[src/rtl/ddu_pkg.sv]
// Shared constants for the debug-display-unit controller: blanking values
// and the active-low hex glyph table, bit order {g,f,e,d,c,b,a}.
package ddu_pkg;

  localparam logic [6:0] SEG_OFF = 7'h7F;
  localparam logic [7:0] AN_OFF  = 8'hFF;

  localparam logic [6:0] HEX_GLYPH [16] = '{
    7'h40, 7'h79, 7'h24, 7'h30,   // 0 1 2 3
    7'h19, 7'h12, 7'h02, 7'h78,   // 4 5 6 7
    7'h00, 7'h10, 7'h08, 7'h03,   // 8 9 A b
    7'h46, 7'h21, 7'h06, 7'h0E    // C d E F
  };

  function automatic logic [7:0] an_onehot(input logic [2:0] idx);
    an_onehot = ~(8'h01 << idx);
  endfunction

endpackage

[src/rtl/btn_debounce.sv]
// Push-button conditioner: 2-FF synchronizer, consecutive-cycle filter and
// a registered rising-edge pulse that fires on the same edge the level rises.
module btn_debounce #(
  parameter int DEBOUNCE_CYCLES = 16
) (
  input  logic clk_500,
  input  logic rst_n,
  input  logic din,
  output logic level,
  output logic rise
);

  localparam int CW = $clog2(DEBOUNCE_CYCLES + 1);
  localparam logic [CW-1:0] CNT_TOP = CW'(DEBOUNCE_CYCLES - 1);
  localparam logic [CW-1:0] CNT_ONE = CW'(1);

  logic          sync1_q, sync2_q;
  logic          level_q, rise_q;
  logic [CW-1:0] cnt_q;

  // cnt_q is a down-counter of remaining mismatch cycles; any agreement
  // between the synchronized input and the level reloads it.
  always_ff @(posedge clk_500 or negedge rst_n) begin
    if (!rst_n) begin
      sync1_q <= 1'b0;
      sync2_q <= 1'b0;
      level_q <= 1'b0;
      rise_q  <= 1'b0;
      cnt_q   <= CNT_TOP;
    end else begin
      sync1_q <= din;
      sync2_q <= sync1_q;
      rise_q  <= 1'b0;
      if (sync2_q == level_q) begin
        cnt_q <= CNT_TOP;
      end else if (cnt_q == '0) begin
        level_q <= sync2_q;
        rise_q  <= sync2_q;
        cnt_q   <= CNT_TOP;
      end else begin
        cnt_q <= cnt_q - CNT_ONE;
      end
    end
  end

  assign level = level_q;
  assign rise  = rise_q;

endmodule

[src/rtl/ddu_ctrl.sv]
// Debug-display-unit controller: gates the CPU clock-enable for free-run or
// single-step, steps the debug address and scans the selected word onto the display.
module ddu_ctrl
  import ddu_pkg::*;
#(
  parameter int DEBOUNCE_CYCLES = 16,
  parameter int SCAN_DIV        = 1024,
  parameter int ADDR_W          = 8
) (
  input  logic              clk_500,
  input  logic              rst_n,
  input  logic              cont,
  input  logic              step,
  input  logic              mem,
  input  logic              inc,
  input  logic              dec,
  input  logic [31:0]       reg_data,
  input  logic [31:0]       mem_data,
  input  logic [31:0]       pc,
  output logic              cpu_run,
  output logic [ADDR_W-1:0] dbg_addr,
  output logic [7:0]        an,
  output logic [6:0]        seg,
  output logic [15:0]       led
);

  localparam int PW = $clog2(SCAN_DIV + 1);
  localparam logic [PW-1:0]     PRE_TC   = PW'(SCAN_DIV - 1);
  localparam logic [PW-1:0]     PRE_ONE  = PW'(1);
  localparam logic [ADDR_W-1:0] ADDR_ONE = ADDR_W'(1);

  logic              cont_s1_q, cont_s2_q, mem_s1_q, mem_s2_q;
  logic              step_lvl, step_rise, inc_lvl, inc_rise, dec_lvl, dec_rise;
  logic              cpu_run_q, cpu_run_d;
  logic [ADDR_W-1:0] addr_q, addr_d;
  logic [PW-1:0]     pre_q, pre_d;
  logic [2:0]        digit_q, digit_d;
  logic [31:0]       disp_q, disp_d;
  logic [7:0]        an_q, an_d;
  logic [6:0]        seg_q, seg_d;
  logic [15:0]       led_q, led_d;
  logic [3:0]        nib;
  logic              unused_ok;

  btn_debounce #(.DEBOUNCE_CYCLES(DEBOUNCE_CYCLES)) u_step (
    .clk_500(clk_500), .rst_n(rst_n), .din(step), .level(step_lvl), .rise(step_rise)
  );

  btn_debounce #(.DEBOUNCE_CYCLES(DEBOUNCE_CYCLES)) u_inc (
    .clk_500(clk_500), .rst_n(rst_n), .din(inc), .level(inc_lvl), .rise(inc_rise)
  );

  btn_debounce #(.DEBOUNCE_CYCLES(DEBOUNCE_CYCLES)) u_dec (
    .clk_500(clk_500), .rst_n(rst_n), .din(dec), .level(dec_lvl), .rise(dec_rise)
  );

  always_comb begin
    cpu_run_d = cont_s2_q | step_rise;

    addr_d = addr_q;
    if (inc_rise && !dec_rise) begin
      addr_d = addr_q + ADDR_ONE;
    end else if (dec_rise && !inc_rise) begin
      addr_d = addr_q - ADDR_ONE;
    end

    pre_d   = pre_q + PRE_ONE;
    digit_d = digit_q;
    disp_d  = disp_q;
    an_d    = an_q;
    seg_d   = seg_q;
    if (pre_q == PRE_TC) begin
      pre_d   = '0;
      digit_d = digit_q + 3'd1;
      // Latch a fresh word only at the start of a sweep so digits never mix words.
      if (digit_q == 3'd7) begin
        disp_d = mem_s2_q ? mem_data : reg_data;
      end
    end

    nib = disp_d[{digit_d, 2'b00} +: 4];
    if (pre_q == PRE_TC) begin
      an_d  = an_onehot(digit_d);
      seg_d = HEX_GLYPH[nib];
    end

    led_d = {8'(addr_q), pc[9:2]};
  end

  always_ff @(posedge clk_500 or negedge rst_n) begin
    if (!rst_n) begin
      cont_s1_q <= 1'b0;
      cont_s2_q <= 1'b0;
      mem_s1_q  <= 1'b0;
      mem_s2_q  <= 1'b0;
      cpu_run_q <= 1'b0;
      addr_q    <= '0;
      pre_q     <= '0;
      digit_q   <= 3'd7;
      disp_q    <= '0;
      an_q      <= AN_OFF;
      seg_q     <= SEG_OFF;
      led_q     <= '0;
    end else begin
      cont_s1_q <= cont;
      cont_s2_q <= cont_s1_q;
      mem_s1_q  <= mem;
      mem_s2_q  <= mem_s1_q;
      cpu_run_q <= cpu_run_d;
      addr_q    <= addr_d;
      pre_q     <= pre_d;
      digit_q   <= digit_d;
      disp_q    <= disp_d;
      an_q      <= an_d;
      seg_q     <= seg_d;
      led_q     <= led_d;
    end
  end

  assign unused_ok = ^{pc[31:10], pc[1:0], step_lvl, inc_lvl, dec_lvl};

  assign cpu_run  = cpu_run_q;
  assign dbg_addr = addr_q;
  assign an       = an_q;
  assign seg      = seg_q;
  assign led      = led_q;

endmodule
[config.mk]
export PLATFORM = sky130hd
export DESIGN_NAME = ddu_ctrl
export DESIGN_NICKNAME = d
export VERILOG_FILES = /design/src/rtl/ddu_pkg.sv /design/src/rtl/btn_debounce.sv /design/src/rtl/ddu_ctrl.sv
export SDC_FILE = /design/constraint.sdc
export NUM_CORES = 1
export LEC_CHECK = 0
export ABC_AREA = 1
export CAP_MARGIN = 30
export CORE_MARGIN = 5
export CORE_UTILIZATION = 45
export CTS_BUF_LIST = sky130_fd_sc_hd__clkbuf_8
export CTS_CLUSTER_SIZE = 25
export DETAILED_ROUTE_END_ITERATION = 7
export GPL_ROUTABILITY_DRIVEN = 0
export PLACE_DENSITY = 0.83
export SLEW_MARGIN = 20
export SYNTH_ARGS = -nofsm -noshare
export SYNTH_HDL_FRONTEND = slang
export SYNTH_SLANG_ARGS = --single-unit
[constraint.sdc]
create_clock -name clk_500 -period 4.1 [get_ports clk_500]
set_clock_uncertainty 0.1 [all_clocks]
set_input_delay 0.41 -clock clk_500 [delete_from_list [all_inputs] [get_ports clk_500]]
set_output_delay 0.41 -clock clk_500 [all_outputs]
set_load 0.02 [all_outputs]
==> load_flow_metrics.sql, run 1 <==
INSERT INTO impl_metrics (metric_group, metric, value, unit) VALUES
('min_path', 'worst_hold_path_type', 'reg -> reg', ''),
('clock_tree', 'ctsRootBufferMaster', 'clkbuf_8', ''),
('power', 'powerDensity', '306', 'nW/um2'),
('logic_synthesis', 'yosys_register_bits', '117', ''),
('critical_path', 'worst-setup-path-type', 'reg -> reg', ''),
('drt', 'postRouteAntennaNets', '0', ''),
('timing', 'finalMaxSlewViolations', '0', ''),
('finish', 'layout.core_utilization', '0.587', ''),
('logic_synthesis', 'synth.lib_cells_used.distinct', '41', ''),
('global_route', 'grt_start_max_net_pins', '50', ''),
('timing', 'fin_tns_setup', '0', 'ps'),
('status', 'outcome', 'completed', ''),
('logic_synthesis', 'yosys-top-cells-area', 'dfrtp_1 36%, nand2_1 21%, dfstp_2 13%', ''),
('clock_tree', 'tritoncts_buffer_count', '17', ''),
('logic_synthesis', 'main_combinational_cell_family_by_area_after_synthesis', 'simple AND/OR/NAND/NOR gates', ''),
('drt', 'drt-wirelength-per-cell', '12.7', 'um'),
('floorplanning', 'std_cell_rows', '42', ''),
('critical_path', 'r2r-end', 'seg[3]$_DFFE_PN1N_', ''),
('drt', 'routed_via_density', '4.77', ''),
('critical_path', 'cp_cell_sequence', 'ha_1 -> nand2_1 -> nor2_4 -> nand2_4 -> nor2_4 -> buf_4 -> o21ai_2 -> nand2_2 -> nand2_1 -> nand2_1 -> nand2_1 -> nand3_1 -> nand2_2 -> inv_1 -> ha_1 -> nand3_1 -> nand2_1 -> nand2_1 -> nand2_1 -> nand2_1 -> nand2_1', ''),
('logic_synthesis', 'netlist_top_cells_count', '343 x nand2_1, 87 x dfrtp_1, 59 x inv_1, 34 x nand3_1, 32 x nor2_1', ''),
('place', 'dpl.hpwl', '9680', 'um'),
('global_route', 'vias_in_the_first_global_route', '4991', ''),
('critical_path', 'r2r_start', 'pre_q[0]$_DFF_PN0_', ''),
('power', 'leakagePower', '0.00395', 'uW'),
('timing', 'max_slew.worst_pin.slew', '843', 'ps'),
('floorplanning', 'initial_utilization', '0.460', ''),
('logic_synthesis', 'synth_top_area_share', '0.357', ''),
('drt', 'detailroute.via_count', '5102', ''),
('logic_synthesis', 'synth_largest_area_cell', 'dfrtp_1', ''),
('logic_synthesis', 'synth_edf_count', '0', ''),
('floorplanning', 'die-area', '16000', 'um2'),
('clock_tree', 'tritoncts', 'done', ''),
('timing', 'grt_setup_unrepaired', 'no', ''),
('floorplanning', 'dieHeight', '126', 'um'),
('critical_path', 'cp_data_required_time', '4370', 'ps'),
('drt', 'drc_errors', '0', ''),
('timing', 'max_freq', '312', 'MHz'),
('logic_synthesis', 'cell_area_synth', '6090', 'um2'),
('clock_tree', 'clkSinkCount', '117', ''),
('timing', 'finalWorstPathRequiredPeriod', '3200', 'ps'),
('min_path', 'timing.hold.worst_path_depth', '0', ''),
('logic_synthesis', 'synthAdderAreaFrac', '0.0423', ''),
('critical_path', 'critPathSlowestCell', 'nor2_4', ''),
('critical_path', 'r2r_cells', '21', ''),
('finish', 'final_net_count', '1003', ''),
('global_route', 'grt_first_pass_wirelength', '23200', 'um'),
('finish', 'final_layout_size_suffix_gt1_frac', '0.133', ''),
('timing', 'final_min_period_over_clock_period', '0.781', ''),
('finish', 'area_grow_syn2layout', '27.6', '%'),
('timing', 'setup_violations', '0', ''),
('min_path', 'worst_hold_path.endpoint', 'u_dec.sync2_q$_DFF_PN0_', ''),
('floorplanning', 'io_pins', '143', ''),
('critical_path', 'crit_cells', '21', ''),
('global_route', 'grt_usage', '0.175', ''),
('logic_synthesis', 'ys_dominant_reg_cell', 'dfrtp_1', ''),
('clock_tree', 'cts.repair_timing.setup_buffer_count', '0', ''),
('critical_path', 'critical-path-top-delay-family', 'simple AND/OR/NAND/NOR gates', ''),
('critical_path', 'reg2reg_setup_slack', '900', 'ps'),
('job', 'cap_viol_max_count', '0', ''),
('global_route', 'global_route.overflow_total', '0', ''),
('logic_synthesis', 'post_synth_and_or_nand_nor_area_fraction', '0.322', ''),
('clock_tree', 'clock_h_tree_levels', '4', ''),
('logic_synthesis', 'async_reset_ff_frac', '1.00', ''),
('clock_tree', 'worst_setup_hold_path_clk_slew', '80', 'ps'),
('power', 'worst_ir_drop_vdd', '0.315', 'mV'),
('drt', 'detail_route.iter0.violations', '165', ''),
('place', 'placement.cell_area', '7370', 'um2'),
('finish', 'ant_diodes', '0', ''),
('critical_path', 'worst-path-max-fanout', '17', ''),
('floorplanning', 'core', '13200', 'um2');
-- layer usage --
layer / vias to the layer above / GRT usage / wire length, um
met3: 21 / 0.0706 / 1210
li1: 2599 / - / -
met5: - / 0 / 0
met2: 144 / 0.276 / 6130
met1: 2338 / 0.221 / 6030
met4: 0 / 0.0606 / 213
-- timing repair --
action | 4_1_cts | 5_1_grt
hold buffers | 1 | 0
endpoints found under the hold margin | 25 | 0
gates resized for setup | 0 | 0
setup endpoints to repair | 0 | 0
-- area by class of cell --
type	count	area, um2
Fill cell	1170	5470
Sequential cell	117	2970
Multi-Input combinational cell	554	2710
Timing Repair Buffer	128	1260
Clock buffer	17	234
Inverter	62	233
Tap cell	176	220
Clock inverter	15	159
-- worst register-to-register path, cell delays in order (launching register included) --
cell,delay (ps)
dfrtp_1,370
ha_1,190
nand2_1,90
nor2_4,230
nand2_4,100
nor2_4,430
buf_4,280
o21ai_2,70
nand2_2,70
nand2_1,70
nand2_1,80
nand2_1,50
nand3_1,110
nand2_2,110
inv_1,130
ha_1,210
nand3_1,150
nand2_1,110
nand2_1,50
nand2_1,50
nand2_1,40
nand2_1,60
-- per-stage QoR --
| stage | worst slack, ps | total power (uW) | instances | hold WS (ps) |
|---|---|---|---|---|
| after global routing | 571 | 2480 | 1069 | 259 |
| after global placement | 1020 | 1370 | 1036 | 231 |
| after detailed placement | 935 | 1370 | 1036 | 237 |
| final | 897 | 2380 | 1069 | 252 |
| after floorplan | 1390 | 1260 | 760 | 14.4 |
| after CTS | 892 | 2410 | 1069 | 256 |
-- worst max-delay path by stage --
stage	startpoint	end
2_1_floorplan	digit_q[0]$_DFF_PN1_	seg[3]$_DFFE_PN1N_
3_3_place_gp	pre_q[0]$_DFF_PN0_	seg[3]$_DFFE_PN1N_
3_5_place_dp	pre_q[0]$_DFF_PN0_	seg[3]$_DFFE_PN1N_
4_1_cts	pre_q[0]$_DFF_PN0_	seg[3]$_DFFE_PN1N_
5_1_grt	mem_s2_q$_DFF_PN0_	seg[3]$_DFFE_PN1N_
6_report	pre_q[0]$_DFF_PN0_	seg[3]$_DFFE_PN1N_
-- where the power goes --
part | switching [uW] | internal, uW
Sequential | 5.64 | 1180
Combinational | 75.0 | 93.5
Clock | 491 | 542
Total | 572 | 1810
-- layout by cell type, fill, tap and decap left out, types with 5 or more instances in the layout --
cell / netlist / routed
clkdlybuf4s50_1: 0 / 117
nand3_1: 34 / 34
nand2_2: 25 / 25
nor3_1: 6 / 6
clkinvlp_4: 0 / 5
ha_1: 19 / 19
xnor2_1: 5 / 5
or2_2: 5 / 5
o22ai_1: 8 / 8
nor2_1: 32 / 32
o21ai_1: 13 / 13
dfrtp_1: 87 / 87
clkbuf_8: 0 / 17
dfstp_2: 30 / 30
a21oi_1: 10 / 10
buf_4: 4 / 10
inv_1: 59 / 60
a21boi_0: 9 / 9
xor2_1: 8 / 8
nand2_1: 343 / 343
o21ai_0: 8 / 8
-- kinds of logic after synthesis --
logic type,after synthesis
AND/OR/NAND/NOR,461
flip-flops,117
buffers and inverters,89
AO/OA/AOI/OAI,58
adder cells (fa/ha/maj),20
XOR/XNOR,13
multiplexers,2
-- state kept, by name (all words and copies together) (netlist names), 7 cells and up --
signal and cells:
an 8, pre_q 11, seg 7, led 16, disp_q 32, dbg_addr 8
No activity file was read; power rests on OpenSTA's default activity.
==> inputs of run 2 (changes only) <==
--- a/config.mk
+++ b/config.mk
@@ -13,7 +13,7 @@
 export CTS_CLUSTER_SIZE = 25
 export DETAILED_ROUTE_END_ITERATION = 7
 export GPL_ROUTABILITY_DRIVEN = 0
-export PLACE_DENSITY = 0.83
+export PLACE_DENSITY = 0.86
 export SLEW_MARGIN = 20
 export SYNTH_ARGS = -nofsm -noshare
 export SYNTH_HDL_FRONTEND = slang
==> constraint.sdc (replaced) <==
create_clock -name clk_500 -period 2.81 [get_ports clk_500]
set_clock_uncertainty 0.1 [all_clocks]
set_input_delay 0.281 -clock clk_500 [delete_from_list [all_inputs] [get_ports clk_500]]
set_output_delay 0.281 -clock clk_500 [all_outputs]
set_load 0.02 [all_outputs]
==> run 2 against run 1 <==
Effect of this change: the run now ends with setup timing left; total power grew 46%; worst setup slack lost 900 ps; cell count grew 4.0%; final area grew 8.5%; first-iteration DRC count grew 130%; sequential power grew 46%; sequential share of layout area shrank 3.0 points; utilization grew 5.0 points; via count grew 10%; critical path type unchanged; largest cell class unchanged.
==> load_flow_metrics.sql, run 2 (same netlist as run 1, synthesis figures left out) <==
INSERT INTO impl_metrics (metric_group, metric, value, unit) VALUES
('global_route', 'grt_antenna_before_repair', '0', ''),
('floorplanning', 'floorplan.die.width', '126', 'um'),
('finish', 'largest_register', 'disp_q', ''),
('finish', 'mostFrequentLayoutCell', 'nand2_1', ''),
('drt', 'detail_route.iter0.violations', '385', ''),
('timing', 'final.hold.worst_slack', '174', 'ps'),
('clock_tree', 'tritoncts_buffer_count', '17', ''),
('finish', 'final_layout_size_suffix_gt1_frac', '0.210', ''),
('critical_path', 'critical-path-top-delay-family', 'simple AND/OR/NAND/NOR gates', ''),
('global_route', 'grt_start_max_net_pins', '86', ''),
('job', 'cap_viol_max_count', '0', ''),
('floorplanning', 'std_cell_rows', '42', ''),
('drt', 'drt_total_wl', '16400', 'um'),
('finish', 'nFillCells', '1003', ''),
('place', 'dpl.hpwl', '10100', 'um'),
('power', 'leakagePower', '0.00424', 'uW'),
('finish', 'multi_input_comb_area', '2920', 'um2'),
('finish', 'area_grow_syn2layout', '38.5', '%'),
('clock_tree', 'cts.path.max_buffers', '2', ''),
('timing', 'maxSlewHeadroom', '0.620', ''),
('floorplanning', 'dieHeight', '126', 'um'),
('clock_tree', 'ctsRootBufferMaster', 'clkbuf_8', ''),
('drt', 'postRouteAntennaNets', '0', ''),
('critical_path', 'critPathMostFrequentCell', 'nand2_1', ''),
('timing', 'timing.final.hold_violations', '0', ''),
('status', 'violations', 'setup timing', ''),
('timing', 'finalMaxSlewViolations', '0', ''),
('timing', 'max_freq', '355', 'MHz'),
('finish', 'seqCellArea', '2970', 'um2'),
('global_route', 'vias_in_the_first_global_route', '5452', ''),
('place', 'dpl_worst_slack', '9.39', 'ps'),
('clock_tree', 'clkSinkCount', '117', ''),
('global_route', 'grt_first_pass_wirelength', '24500', 'um'),
('clock_tree', 'worst_setup_hold_path_clk_slew', '80', 'ps'),
('drt', 'detailroute.via_count', '5610', ''),
('status', 'outcome', 'complete, but fails checks', ''),
('floorplanning', 'core', '13200', 'um2'),
('timing', 'finalWorstPathRequiredPeriod', '2820', 'ps'),
('finish', 'final_cell_mix', '335 x nand2_1, 117 x clkdlybuf4s50_1, 87 x dfrtp_1', ''),
('global_route', 'global_route.overflow_total', '0', ''),
('timing', 'worst_slack', '-5.36', 'ps'),
('power', 'power.total', '3470', 'uW'),
('floorplanning', 'io_pins', '143', ''),
('clock_tree', 'worstSkewPairLatency', '440', 'ps'),
('finish', 'number_of_flip_flops_in_the_largest_register', '32', ''),
('drt', 'drt_pre_antenna_iters', '5', ''),
('critical_path', 'worst-setup-path-type', 'reg -> reg', ''),
('drt', 'drt-wirelength-per-cell', '14.8', 'um'),
('timing', 'final_min_period_over_clock_period', '1.00', ''),
('min_path', 'worst_hold_path_type', 'in -> reg', ''),
('finish', 'layout.core_utilization', '0.637', ''),
('power', 'powerDensity', '412', 'nW/um2'),
('critical_path', 'worst-path-max-fanout', '6', ''),
('critical_path', 'cp_cell_sequence', 'ha_2 -> nand2_2 -> nor2_4 -> buf_12 -> nand3_2 -> nand2_1 -> nand2_1 -> buf_4 -> nand3_1 -> nand2_1 -> inv_1 -> nand3_2 -> nand2_4 -> inv_4 -> ha_1 -> nand2_2 -> nand2_1 -> nand2_1 -> nand2_1 -> nand2_1 -> nand2_1', ''),
('critical_path', 'critPathSlowestCell', 'dfrtp_1', ''),
('critical_path', 'cpPeakStageDelay', '370', 'ps'),
('drt', 'drc_errors', '0', ''),
('drt', 'routed_via_density', '5.04', ''),
('critical_path', 'cp.arrival', '3080', 'ps'),
('critical_path', 'timing.critical_path.buf_inv', '4', ''),
('floorplanning', 'initial_utilization', '0.460', ''),
('critical_path', 'cp_data_required_time', '3080', 'ps'),
('place', 'placement.io_buffers', '118', ''),
('finish', 'final_net_count', '1046', ''),
('timing', 'setup_violations', '2', ''),
('floorplanning', 'die-area', '16000', 'um2'),
('finish', 'ant_diodes', '0', ''),
('global_route', 'grt_usage', '0.184', ''),
('critical_path', 'worst_setup_path_end_kind', 'flip-flop', ''),
('clock_tree', 'tritoncts', 'done', ''),
('timing', 'max_slew.worst_pin.slew', '564', 'ps'),
('power', 'worst_ir_drop_vdd', '0.363', 'mV'),
('clock_tree', 'clock_h_tree_levels', '4', ''),
('critical_path', 'setup.worst_path.start_class', 'flip-flop', ''),
('timing', 'grt_setup_unrepaired', 'yes', '');
## run 2: cell count changes in the layout (fill, tap and decap cells not counted), sizes merged
cell	change
clkbuf	+3
buf	+39
nand3	+1
clkinv	-2
clkinvlp	-3
bufinv	-1
inv	+6
## run 2: area by class of cell
type                            count  share of cell area
Sequential cell                   117               0.351
Multi-Input combinational cell    555               0.346
Timing Repair Buffer              170               0.204
Inverter                           62              0.0279
Clock buffer                       17              0.0277
Tap cell                          176              0.0261
Clock inverter                     15              0.0171
## run 2: layer usage
| layer | GRT usage | vias up | routed length (um) |
|---|---|---|---|
| li1 | - | 2701 | - |
| met1 | 0.227 | 2593 | 6550 |
| met2 | 0.303 | 252 | 7730 |
| met3 | 0.0673 | 64 | 1550 |
| met4 | 0.0587 | 0 | 613 |
| met5 | 0 | - | 0 |
## run 2: final timing paths
| path | startpoint | end | slack, ps | depth (start not counted) |
|---|---|---|---|---|
| min in group asynchronous | rst_n | led[4]$_DFF_PN0_ | 210 | 2 |
| setup reg to reg | pre_q[0]$_DFF_PN0_ | seg[3]$_DFFE_PN1N_ | -5 | 21 |
| max in group asynchronous | rst_n | u_step.cnt_q[2]$_DFF_PN1_ | 1600 | 3 |
| hold reg to reg | u_dec.sync1_q$_DFF_PN0_ | u_dec.sync2_q$_DFF_PN0_ | 250 | 0 |
| setup / recovery | pre_q[0]$_DFF_PN0_ | seg[3]$_DFFE_PN1N_ | -5 | 21 |
| hold / removal | dec | u_dec.sync1_q$_DFF_PN0_ | 170 | 1 |
## run 2: stage by stage
step	TNS (ps)	cells	area [um2]
finish	-5.61	1112	8440
global route	-1100	1112	8440
CTS	0	1080	7910
detailed placement	0	1047	7510
global placement	0	1047	7510
floorplan	0	760	6090
## run 2: timing repair
action	4_1_cts	5_1_grt
cloned	0	4
endpoints found under the setup margin	2	7
hold buffers	1	0
hold endpoints to repair	32	0
setup buffers	0	28
resized for setup	4	56
pin swaps	1	23
## run 2: power breakdown
group | leakage, uW | internal [uW] | switching [uW]
sequential | 0.00130 | 1720 | 8.54
combinational | 0.00274 | 140 | 112
clock | 0.000192 | 720 | 777
==> inputs of run 3 (changes only) <==
--- a/config.mk
+++ b/config.mk
@@ -8,12 +8,13 @@
 export ABC_AREA = 1
 export CAP_MARGIN = 30
 export CORE_MARGIN = 5
-export CORE_UTILIZATION = 45
+export CORE_UTILIZATION = 30
 export CTS_BUF_LIST = sky130_fd_sc_hd__clkbuf_8
 export CTS_CLUSTER_SIZE = 25
 export DETAILED_ROUTE_END_ITERATION = 7
 export GPL_ROUTABILITY_DRIVEN = 0
-export PLACE_DENSITY = 0.86
+export PLACE_DENSITY = 0.65
+export REMOVE_ABC_BUFFERS = 1
 export SLEW_MARGIN = 20
 export SYNTH_ARGS = -nofsm -noshare
 export SYNTH_HDL_FRONTEND = slang
==> run 3 against run 2 <==
Effect of this change: the flow now finishes without violations; sequential cell count unchanged; cell count increased by 8.9%; sequential share of layout area decreased by 0.78 points; non-clock buffer count increased by 5; via count decreased by 6.3%; worst setup slack improved by 110 ps; clock-buffer cell count increased by 1; wire length decreased by 5.9%; first-iteration DRC count decreased by 24%; clock power increased by 11%.
==> load_flow_metrics.sql, run 3 (same netlist as run 1, synthesis figures left out) <==
INSERT INTO impl_metrics (metric_group, metric, value, unit) VALUES
('global_route', 'grtUsageMet3', '0.0557', ''),
('min_path', 'worst_hold_path_type', 'in -> reg', ''),
('finish', 'nFillCells', '1961', ''),
('critical_path', 'critPathMostFrequentCell', 'nand2_1', ''),
('critical_path', 'worst-path-max-fanout', '6', ''),
('place', 'placement.io_buffers', '118', ''),
('finish', 'layout.core_utilization', '0.429', ''),
('timing', 'worst_slack', '105', 'ps'),
('clock_tree', 'worstSkewPairLatency', '420', 'ps'),
('finish', 'postLayoutCellArea', '8630', 'um2'),
('timing', 'max_slew.worst_pin.slew', '676', 'ps'),
('power', 'internal-power', '2840', 'uW'),
('floorplanning', 'floorplan.die.width', '153', 'um'),
('clock_tree', 'tritoncts', 'done', ''),
('global_route', 'vias_in_the_first_global_route', '5106', ''),
('drt', 'drc_errors', '0', ''),
('timing', 'final.hold.worst_slack', '194', 'ps'),
('drt', 'drt_pre_antenna_iters', '4', ''),
('critical_path', 'setup.worst_path.start_class', 'flip-flop', ''),
('finish', 'final_layout_size_suffix_gt1_frac', '0.216', ''),
('drt', 'routed_via_density', '4.34', ''),
('timing', 'grt_setup_unrepaired', 'yes', ''),
('timing', 'finalWorstPathRequiredPeriod', '2710', 'ps'),
('drt', 'detail_route.iter0.violations', '292', ''),
('job', 'cap_viol_max_count', '0', ''),
('global_route', 'grt_usage', '0.130', ''),
('clock_tree', 'worst_setup_hold_path_clk_slew', '70', 'ps'),
('status', 'outcome', 'completed', ''),
('drt', 'drt_total_wl', '15500', 'um'),
('critical_path', 'worst_setup_path_end_kind', 'flip-flop', ''),
('finish', 'area_grow_syn2layout', '41.6', '%'),
('clock_tree', 'tritoncts_buffer_count', '17', ''),
('finish', 'final_net_count', '1051', ''),
('critical_path', 'cp_cell_sequence', 'ha_2 -> nand2_2 -> nor2_4 -> nand2_4 -> nor2_4 -> buf_12 -> buf_4 -> o21ai_2 -> inv_2 -> buf_4 -> nand3_2 -> nand2_4 -> buf_4 -> ha_2 -> nand2_2 -> nand2_1 -> nand2_1 -> nand2_1 -> nand2_1 -> nand2_1', ''),
('finish', 'final_cell_mix', '332 x nand2_1, 117 x clkdlybuf4s50_1, 87 x dfrtp_1', ''),
('critical_path', 'critPathSlowestCell', 'dfrtp_1', ''),
('floorplanning', 'std_cell_rows', '52', ''),
('timing', 'max_freq', '370', 'MHz'),
('global_route', 'global_route_met1_utilization', '0.169', ''),
('global_route', 'gr-max-usage-layer', 'met2', ''),
('global_route', 'global_route.overflow_total', '0', ''),
('power', 'pwr-share-seq', '0.472', ''),
('power', 'leakagePower', '0.00427', 'uW'),
('critical_path', 'cp_data_required_time', '3070', 'ps'),
('power', 'power.net_switching', '813', 'uW'),
('critical_path', 'timing.critical_path.buf_inv', '5', ''),
('timing', 'final_min_period_over_clock_period', '0.963', ''),
('finish', 'largest_register', 'disp_q', ''),
('drt', 'postRouteAntennaNets', '0', ''),
('power', 'power_frac_comb', '0.070', ''),
('timing', 'setup_violations', '0', ''),
('global_route', 'grt_start_max_net_pins', '53', ''),
('floorplanning', 'io_pins', '143', ''),
('global_route', 'grt_antenna_before_repair', '0', ''),
('place', 'dpl.hpwl', '10400', 'um'),
('critical_path', 'cpPeakStageDelay', '380', 'ps'),
('place', 'placement.cell_area', '7680', 'um2'),
('finish', 'mostFrequentLayoutCell', 'nand2_1', ''),
('power', 'sw_frac_of_total', '0.222', ''),
('critical_path', 'worst-setup-path-type', 'reg -> reg', ''),
('global_route', 'grt_util_met2', '0.206', ''),
('timing', 'maxSlewHeadroom', '0.549', ''),
('clock_tree', 'ctsRootBufferMaster', 'clkbuf_8', ''),
('floorplanning', 'initial_utilization', '0.303', ''),
('clock_tree', 'clkSinkCount', '117', ''),
('power', 'powerDensity', '423', 'nW/um2'),
('power', 'worst_ir_drop_vdd', '0.528', 'mV'),
('finish', 'number_of_flip_flops_in_the_largest_register', '32', ''),
('finish', 'ant_diodes', '0', ''),
('drt', 'drt-wirelength-per-cell', '12.8', 'um'),
('place', 'dpl_worst_slack', '31.9', 'ps'),
('floorplanning', 'die-area', '23300', 'um2'),
('clock_tree', 'clock_h_tree_levels', '4', ''),
('critical_path', 'critical-path-top-delay-family', 'simple AND/OR/NAND/NOR gates', ''),
('floorplanning', 'dieHeight', '153', 'um'),
('timing', 'finalMaxSlewViolations', '0', ''),
('clock_tree', 'cts.path.max_buffers', '2', ''),
('global_route', 'grt_first_pass_wirelength', '25100', 'um'),
('place', 'numPlacedInstances', '1147', ''),
('timing', 'timing.final.hold_violations', '0', ''),
('critical_path', 'cp.arrival', '2970', 'ps'),
('drt', 'detailroute.via_count', '5257', ''),
('finish', 'finish.cell_count_without_fillers', '1211', ''),
('floorplanning', 'core', '20100', 'um2'),
('power', 'pwr-share-clk', '0.458', '');
==> run 3: cell types whose count changed in the layout (fill, tap and decap cells not counted), sizes merged <==
cell      before  now
buf           49   54
bufinv         1    4
clkbuf        20   21
clkinvlp       2    4
inv           70   64
nand2        370  371
nand3         39   38
==> run 3: per-stage QoR <==
stage	TNS, ps	total power (uW)
after global routing	-357	3820
after global placement	0	2010
after detailed placement	0	2010
final	0	3650
after floorplan	-2780	1830
after CTS	0	3710
==> run 3: repair_timing <==
| action | in CTS | in global routing |
|---|---|---|
| cloned | 0 | 4 |
| hold buffers | 1 | 0 |
| endpoints found under the hold margin | 29 | 0 |
| setup buffers | 1 | 26 |
| gates resized for setup | 1 | 59 |
| pin swaps | 1 | 25 |
| endpoints found under the setup margin | 1 | 7 |
==> run 3: power groups by stage <==
stage / combinational, uW / sequential, uW / clock [uW]
CTS: 262 / 1730 / 1720
global placement: 256 / 1760 / 0
finish: 255 / 1730 / 1670
global route: 288 / 1730 / 1800
floorplan: 60.8 / 1770 / 0
detailed placement: 258 / 1760 / 0
==> run 3: routing by layer <==
metal	part of all wire	vias up	wire, um
li1	-	2700	-
met1	0.46	2402	7110
met2	0.45	146	6940
met3	0.082	9	1270
met4	0.0099	0	153
met5	0	-	0
==> run 3: area by class of cell <==
class,count,area (um2),share of cell area
Tap cell,270,338,0.0391
Sequential cell,117,2970,0.344
Multi-Input combinational cell,555,2900,0.337
Timing Repair Buffer,175,1750,0.203
Clock buffer,18,248,0.0287
Clock inverter,14,185,0.0215
Inverter,62,235,0.0273
==> run 3: worst paths after layout <==
kind	start	to	slack (ps)	cells after the start
max in group asynchronous	rst_n	digit_q[1]$_DFF_PN1_	1520	3
min reg2reg	cont_s1_q$_DFF_PN0_	cont_s2_q$_DFF_PN0_	250	0
max reg2reg	pre_q[0]$_DFF_PN0_	seg[3]$_DFFE_PN1N_	100	20
min in group asynchronous	rst_n	u_dec.sync1_q$_DFF_PN0_	330	2
min	pc[7]	led[5]$_DFF_PN0_	190	1
max	pre_q[0]$_DFF_PN0_	seg[3]$_DFFE_PN1N_	100	20
